==> src/rtl/axi_read_burst_credit_ctrl_if.sv <==
// AR handshake, R-buffer pop and credit status bundle for axi_read_burst_credit_ctrl.
// The controller takes the slave modport; the surrounding logic (or a bench) takes master.
interface axi_read_burst_credit_ctrl_if #(
    parameter int BUF_DEPTH = 16,
    parameter int MAX_TXNS  = 8
);
    localparam int CNT_W = $clog2(BUF_DEPTH + 1);
    localparam int TXN_W = $clog2(MAX_TXNS + 1);

    logic             slv_ar_valid;
    logic [7:0]       slv_ar_len;
    logic             slv_ar_ready;
    logic             mst_ar_valid;
    logic             mst_ar_ready;
    logic             r_pop;
    logic             r_pop_last;
    logic [CNT_W-1:0] free;
    logic [TXN_W-1:0] txns;
    logic             oversize;

    modport master (
        output slv_ar_valid, slv_ar_len, mst_ar_ready, r_pop, r_pop_last,
        input  slv_ar_ready, mst_ar_valid, free, txns, oversize
    );

    modport slave (
        input  slv_ar_valid, slv_ar_len, mst_ar_ready, r_pop, r_pop_last,
        output slv_ar_ready, mst_ar_valid, free, txns, oversize
    );
endinterface

==> src/rtl/axi_read_burst_credit_ctrl.sv <==
// AR admission controller: a read burst is forwarded only after buffer space for all
// of its beats is reserved, so the R buffer never back-pressures the downstream R channel.
module axi_read_burst_credit_ctrl #(
    parameter int BUF_DEPTH = 16,
    parameter int MAX_TXNS  = 8,
    localparam int CNT_W    = $clog2(BUF_DEPTH + 1),
    localparam int TXN_W    = $clog2(MAX_TXNS + 1)
) (
    input logic                         clk,
    input logic                         rst_n,
    axi_read_burst_credit_ctrl_if.slave bus
);
    if (BUF_DEPTH < 1) begin : g_bad_depth
        $error("axi_read_burst_credit_ctrl: BUF_DEPTH must be >= 1");
    end
    if (MAX_TXNS < 1) begin : g_bad_txns
        $error("axi_read_burst_credit_ctrl: MAX_TXNS must be >= 1");
    end

    localparam logic [CNT_W-1:0] FULL    = CNT_W'(BUF_DEPTH);
    localparam logic [TXN_W-1:0] TXN_MAX = TXN_W'(MAX_TXNS);

    typedef enum logic {IDLE, ISSUE} state_e;

    state_e           state_q, state_d;
    logic [CNT_W-1:0] free_q, free_d;
    logic [TXN_W-1:0] txns_q, txns_d;
    logic             ovs_q, ovs_d;

    logic [8:0]       need;
    logic             need_ovs;
    logic             fits;
    logic             admit_norm;
    logic             admit_ovs;
    logic             pop_last;

    assign need     = {1'b0, bus.slv_ar_len} + 9'd1;
    assign need_ovs = 32'(need) > 32'(BUF_DEPTH);
    assign fits     = 32'(need) <= 32'(free_q);
    assign pop_last = bus.r_pop & bus.r_pop_last;

    assign admit_norm = (state_q == IDLE) & bus.slv_ar_valid & ~ovs_q & (txns_q < TXN_MAX)
                      & fits & ~need_ovs;
    assign admit_ovs  = (state_q == IDLE) & bus.slv_ar_valid & need_ovs & ~ovs_q
                      & (txns_q == '0) & (free_q == FULL);

    always_comb begin
        state_d          = state_q;
        free_d           = free_q;
        txns_d           = txns_q;
        ovs_d            = ovs_q;
        bus.mst_ar_valid = 1'b0;
        bus.slv_ar_ready = 1'b0;

        // An oversize burst owns the whole buffer; only its final beat releases it.
        if (ovs_q) begin
            if (pop_last) begin
                free_d = FULL;
                txns_d = '0;
                ovs_d  = 1'b0;
            end
        end else if (admit_ovs) begin
            free_d = '0;
            txns_d = TXN_W'(1);
            ovs_d  = 1'b1;
        end else begin
            free_d = free_q - (admit_norm ? CNT_W'(need) : '0) + CNT_W'(bus.r_pop);
            txns_d = txns_q + TXN_W'(admit_norm) - TXN_W'(pop_last);
        end

        unique case (state_q)
            IDLE: begin
                if (admit_norm || admit_ovs) state_d = ISSUE;
            end
            ISSUE: begin
                bus.mst_ar_valid = 1'b1;
                bus.slv_ar_ready = bus.mst_ar_ready;
                if (bus.mst_ar_ready) state_d = IDLE;
            end
            default: state_d = IDLE;
        endcase
    end

    always_ff @(posedge clk) begin
        if (!rst_n) begin
            state_q <= IDLE;
            free_q  <= FULL;
            txns_q  <= '0;
            ovs_q   <= 1'b0;
        end else begin
            state_q <= state_d;
            free_q  <= free_d;
            txns_q  <= txns_d;
            ovs_q   <= ovs_d;
        end
    end

    assign bus.free     = free_q;
    assign bus.txns     = txns_q;
    assign bus.oversize = ovs_q;

    a_pop_needs_txn: assert property (@(posedge clk) disable iff (!rst_n)
        bus.r_pop |-> txns_q != '0);
    a_pop_within_reservation: assert property (@(posedge clk) disable iff (!rst_n)
        (bus.r_pop && !ovs_q) |-> free_q != FULL);
    a_free_bound: assert property (@(posedge clk) disable iff (!rst_n) free_q <= FULL);
    a_txns_bound: assert property (@(posedge clk) disable iff (!rst_n) txns_q <= TXN_MAX);
endmodule

==> src/flat_wrapper.sv <==
// flat-port wrapper written by rule: the top's interface ports become plain ports
module axi_read_burst_credit_ctrl_flat 
#(
    parameter int BUF_DEPTH = 16,
    parameter int MAX_TXNS  = 8,
    localparam int CNT_W    = $clog2(BUF_DEPTH + 1),
    localparam int TXN_W    = $clog2(MAX_TXNS + 1)
)
  (clk, rst_n, bus_slv_ar_valid, bus_slv_ar_len, bus_mst_ar_ready, bus_r_pop, bus_r_pop_last, bus_slv_ar_ready, bus_mst_ar_valid, bus_free, bus_txns, bus_oversize);
  axi_read_burst_credit_ctrl_if #(.BUF_DEPTH(BUF_DEPTH), .MAX_TXNS(MAX_TXNS)) bus_i ();
  input logic clk;
  input logic rst_n;
  input wire logic [$bits(bus_i.slv_ar_valid)-1:0] bus_slv_ar_valid;
  input wire logic [$bits(bus_i.slv_ar_len)-1:0] bus_slv_ar_len;
  input wire logic [$bits(bus_i.mst_ar_ready)-1:0] bus_mst_ar_ready;
  input wire logic [$bits(bus_i.r_pop)-1:0] bus_r_pop;
  input wire logic [$bits(bus_i.r_pop_last)-1:0] bus_r_pop_last;
  output wire logic [$bits(bus_i.slv_ar_ready)-1:0] bus_slv_ar_ready;
  output wire logic [$bits(bus_i.mst_ar_valid)-1:0] bus_mst_ar_valid;
  output wire logic [$bits(bus_i.free)-1:0] bus_free;
  output wire logic [$bits(bus_i.txns)-1:0] bus_txns;
  output wire logic [$bits(bus_i.oversize)-1:0] bus_oversize;
  assign bus_i.slv_ar_valid = bus_slv_ar_valid;
  assign bus_i.slv_ar_len = bus_slv_ar_len;
  assign bus_i.mst_ar_ready = bus_mst_ar_ready;
  assign bus_i.r_pop = bus_r_pop;
  assign bus_i.r_pop_last = bus_r_pop_last;
  assign bus_slv_ar_ready = bus_i.slv_ar_ready;
  assign bus_mst_ar_valid = bus_i.mst_ar_valid;
  assign bus_free = bus_i.free;
  assign bus_txns = bus_i.txns;
  assign bus_oversize = bus_i.oversize;
  axi_read_burst_credit_ctrl #(.BUF_DEPTH(BUF_DEPTH), .MAX_TXNS(MAX_TXNS)) u_core (.clk(clk), .rst_n(rst_n), .bus(bus_i));
endmodule
==> config.mk <==
export PLATFORM = sky130hd
export DESIGN_NAME = axi_read_burst_credit_ctrl_flat
export DESIGN_NICKNAME = d
export VERILOG_FILES = /design/src/rtl/axi_read_burst_credit_ctrl_if.sv /design/src/rtl/axi_read_burst_credit_ctrl.sv /design/src/flat_wrapper.sv
export SDC_FILE = /design/constraint.sdc
export NUM_CORES = 1
export LEC_CHECK = 0
export ABC_AREA = 1
export BUFFER_PORTS_ARGS = -buffer_cell sky130_fd_sc_hd__buf_2
export CORE_ASPECT_RATIO = 1.2
export CORE_UTILIZATION = 35
export DETAILED_ROUTE_END_ITERATION = 16
export PLACE_DENSITY = 0.58
export SLEW_MARGIN = 30
export SYNTH_ARGS = -nofsm -noshare
export SYNTH_HDL_FRONTEND = slang
export SYNTH_SLANG_ARGS = --single-unit
==> constraint.sdc <==
create_clock -name clk -period 4.2 [get_ports clk]
set_clock_uncertainty 0.15 [all_clocks]
set_input_delay 0.42 -clock clk [delete_from_list [all_inputs] [get_ports clk]]
set_output_delay 0.42 -clock clk [all_outputs]
set_load 0.02 [all_outputs]
==> results.sh <==
export IMPL_final_nets=225
export IMPL_cts_tree="done"
export IMPL_critical_path_slowest_cell="fa_1"
export IMPL_ys_seq_area_frac=0.1909
export IMPL_place_ws_ns=0.2339
export IMPL_numPortBuffers=25
export IMPL_crit_path_end_kind="flip-flop"
export IMPL_crit_family="adder cells"
export IMPL_antenna_left=0
export IMPL_cp_depth=26
export IMPL_path_clk_slew_ns=0.08
export IMPL_dieArea_um2=3531
export IMPL_cp_max_fo=6
export IMPL_layout_commonest_cell="nand2_1"
export IMPL_synth_fp_nets=195
export IMPL_grt_max_degree=11
export IMPL_tns_ns=0
export IMPL_rsz0062_at_grt="no"
export IMPL_drive_gt1_frac=0.2074
export IMPL_ys_ff_latch=11
export IMPL_dr_first_iter_drc_count=31
export IMPL_place_gp_congestion=0.7614
export IMPL_vias_per_cell=4.915
export IMPL_yosysUniqueCellTypes=27
export IMPL_cts_max_path_buffers=2
export IMPL_antenna_cells=0
export IMPL_synth_area_um2=1154
export IMPL_setup_viol_count_final=0
export IMPL_first_pass_iters=4
export IMPL_crit_top_cell="nand2_1"
export IMPL_start_util=0.3709
export IMPL_grt_pass1_vias=1041
export IMPL_drv_cap=0
export IMPL_grt_pass1_wl_mm=4.305
export IMPL_overflow=0
export IMPL_track_usage=0.1629
export IMPL_fin_ws_ns=0.5579
export IMPL_timing_hold_ws_ns=0.1863
export IMPL_drc=0
export IMPL_worst_slew_pin_slew_ns=0.6977
export IMPL_via_count=1101
export IMPL_p_leak_nw=0.6880
export IMPL_placed_area_um2=1324
export IMPL_reg2reg_depth=24
export IMPL_hold_viol_final=0
export IMPL_worst_ep_required_time_ns=4.23
export IMPL_min_path_cells=2
export IMPL_setup_worst_path_start_class="primary input"
export IMPL_ctsHoldBuffers=0
export IMPL_fin_total_pwr_w=0.0008319
export IMPL_status="completed"
export IMPL_synth_top_area_share=0.2169
export IMPL_period_share=0.8672
export IMPL_root_buffer="clkbuf_4"
export IMPL_synth_area_per_cell_um2=7.255
export IMPL_worstSetupPathType="in2reg"
export IMPL_die_h_um=64.89
export IMPL_h_tree_depth=1
export IMPL_cp_buffers_inverters=5
export IMPL_synth_area_leaders="ha_1 22%, dfxtp_1 19%, nand2_1 12%, inv_1 9.1%, a21oi_1 6.1%"
export IMPL_peakVddDrop_v=0.0003363
export IMPL_placeableCoreArea_um2=3110
export IMPL_yosys_area_top_type="ha_1"
export IMPL_wl_per_cell_um=11.39
export IMPL_relSlewSlack=0.5332
export IMPL_cts_setup_buffers=0
export IMPL_worst_path_largest_cell_delay_ns=0.41
export IMPL_antenna_found_initial=0
export IMPL_drt_total_wl_mm=2.551
export IMPL_ios=26
export IMPL_area_growth_pct=17.03
export IMPL_layout_common_cells="36 x nand2_1, 28 x inv_1, 25 x buf_2"
export IMPL_die_width_um=54.41
export IMPL_cp_arrival_ns=3.67
export IMPL_cts_inserted_buffers=3
export IMPL_cts_resized_gates=0
export IMPL_clock_sinks=11
export IMPL_hold_class="in2reg"
export IMPL_stdcell_area_um2=1350
export IMPL_maxSlewViolCount=0
export IMPL_std_cell_rows=22
export IMPL_place_hpwl_mm=2.126
export IMPL_clock_fmax_mhz=274.6
export IMPL_power_density_nw_per_um2=616.2
export IMPL_clk_latency_ns=0.27
export IMPL_syn_instance_count=159
export IMPL_synth_warnings=0
export IMPL_min_period_ns=3.642
area by class of cell:
class                           count  area (um2)
Fill cell                         345        1760
Multi-Input combinational cell    117       817.0
Sequential cell                    11       220.2
Timing Repair Buffer               25       125.1
Inverter                           31       116.4
Tap cell                           36       45.04
Clock buffer                        4       26.28
through the flow:
step | instances | utilization
global route | 224 | 0.4340
global placement | 220 | 0.4256
finish | 224 | 0.4340
detailed placement | 220 | 0.4256
floorplan | 159 | -
CTS | 224 | 0.4340
sequential cells by signal (all words and copies together) (netlist names):
| signal | count |
|---|---|
| u_core.bus.oversize | 1 |
| u_core.bus.free | 5 |
| u_core.state_q | 1 |
| u_core.bus.txns | 4 |
report_power, final:
part / total, W / switching [W] / internal, W
logic: 0.000571 / 0.000330 / 0.000241
registers: 0.000186 / 0.0000417 / 0.000145
clock network: 0.0000744 / 0.0000377 / 0.0000368
total: 0.000832 / 0.000409 / 0.000423
metal layers:
metal,track usage,routed length [um],up-vias
li1,-,-,572
met2,0.3110,1385,23
met3,0.01408,103,2
met1,0.1740,1042,504
met5,0,0,-
met4,0.05769,21,0
worst register-to-register path: stages, from the launching register on:
cell and delay [ns]:
dfxtp_1 0.44, inv_1 0.07, ha_1 0.32, a21oi_1 0.15, nand2_1 0.06, nand2_1 0.05
nand2_1 0.04, nand2_1 0.05, nand2_1 0.04, nand2_1 0.09, nand2_1 0.12, inv_2 0.11
nand2_1 0.06, ha_1 0.29, inv_1 0.06, fa_1 0.41, inv_1 0.11, nand3_1 0.07
nand2_1 0.10, xor2_1 0.20, inv_1 0.06, nand2_1 0.06, nand3_1 0.06, nand2_1 0.06
nand2_1 0.04
path summary, 6_finish.rpt:
| kind | slack [ns] | end | startpoint |
|---|---|---|---|
| setup reg to reg | 0.83 | u_core.bus.free[4] | u_core.bus.free[2] |
| hold / removal | 0.19 | u_core.bus.free[4] | rst_n |
| hold reg to reg | 0.33 | u_core.bus.txns[2] | u_core.bus.txns[2] |
| setup / recovery | 0.56 | u_core.bus.free[4] | bus_slv_ar_len[0] |
synth_stat cells:
cell and count:
nand2_1 36, inv_1 28, ha_1 20, a21oi_1 14
dfxtp_1 11, nand3_1 11, nor2_1 6, xor2_1 4
nand3b_1 3, nand4_1 3, a31oi_1 2, fa_1 2
inv_2 2, nand2_2 2, nor2_4 2, xnor2_1 2
a21o_1 1, a22oi_1 1, clkinv_1 1, nand2_4 1
nor2_2 1, nor3_1 1, nor4_2 1, o211ai_2 1
o21a_1 1, o21ai_0 1, xor2_4 1
cells by family (layout without fill, tap and decap cells):
group                      count (synthesis)  in the layout  synth area share
AOI/OAI and AO/OA                         21             21            0.1063
DFF                                       11             11            0.1909
adders and majority gates                 22             22            0.2516
buffers and inverters                     31             60            0.1009
and+or+nand+nor                           67             67            0.2809
xor gates and xnor gates                   7              7           0.06942
Note: power is estimated with default switching activity, not from simulation.
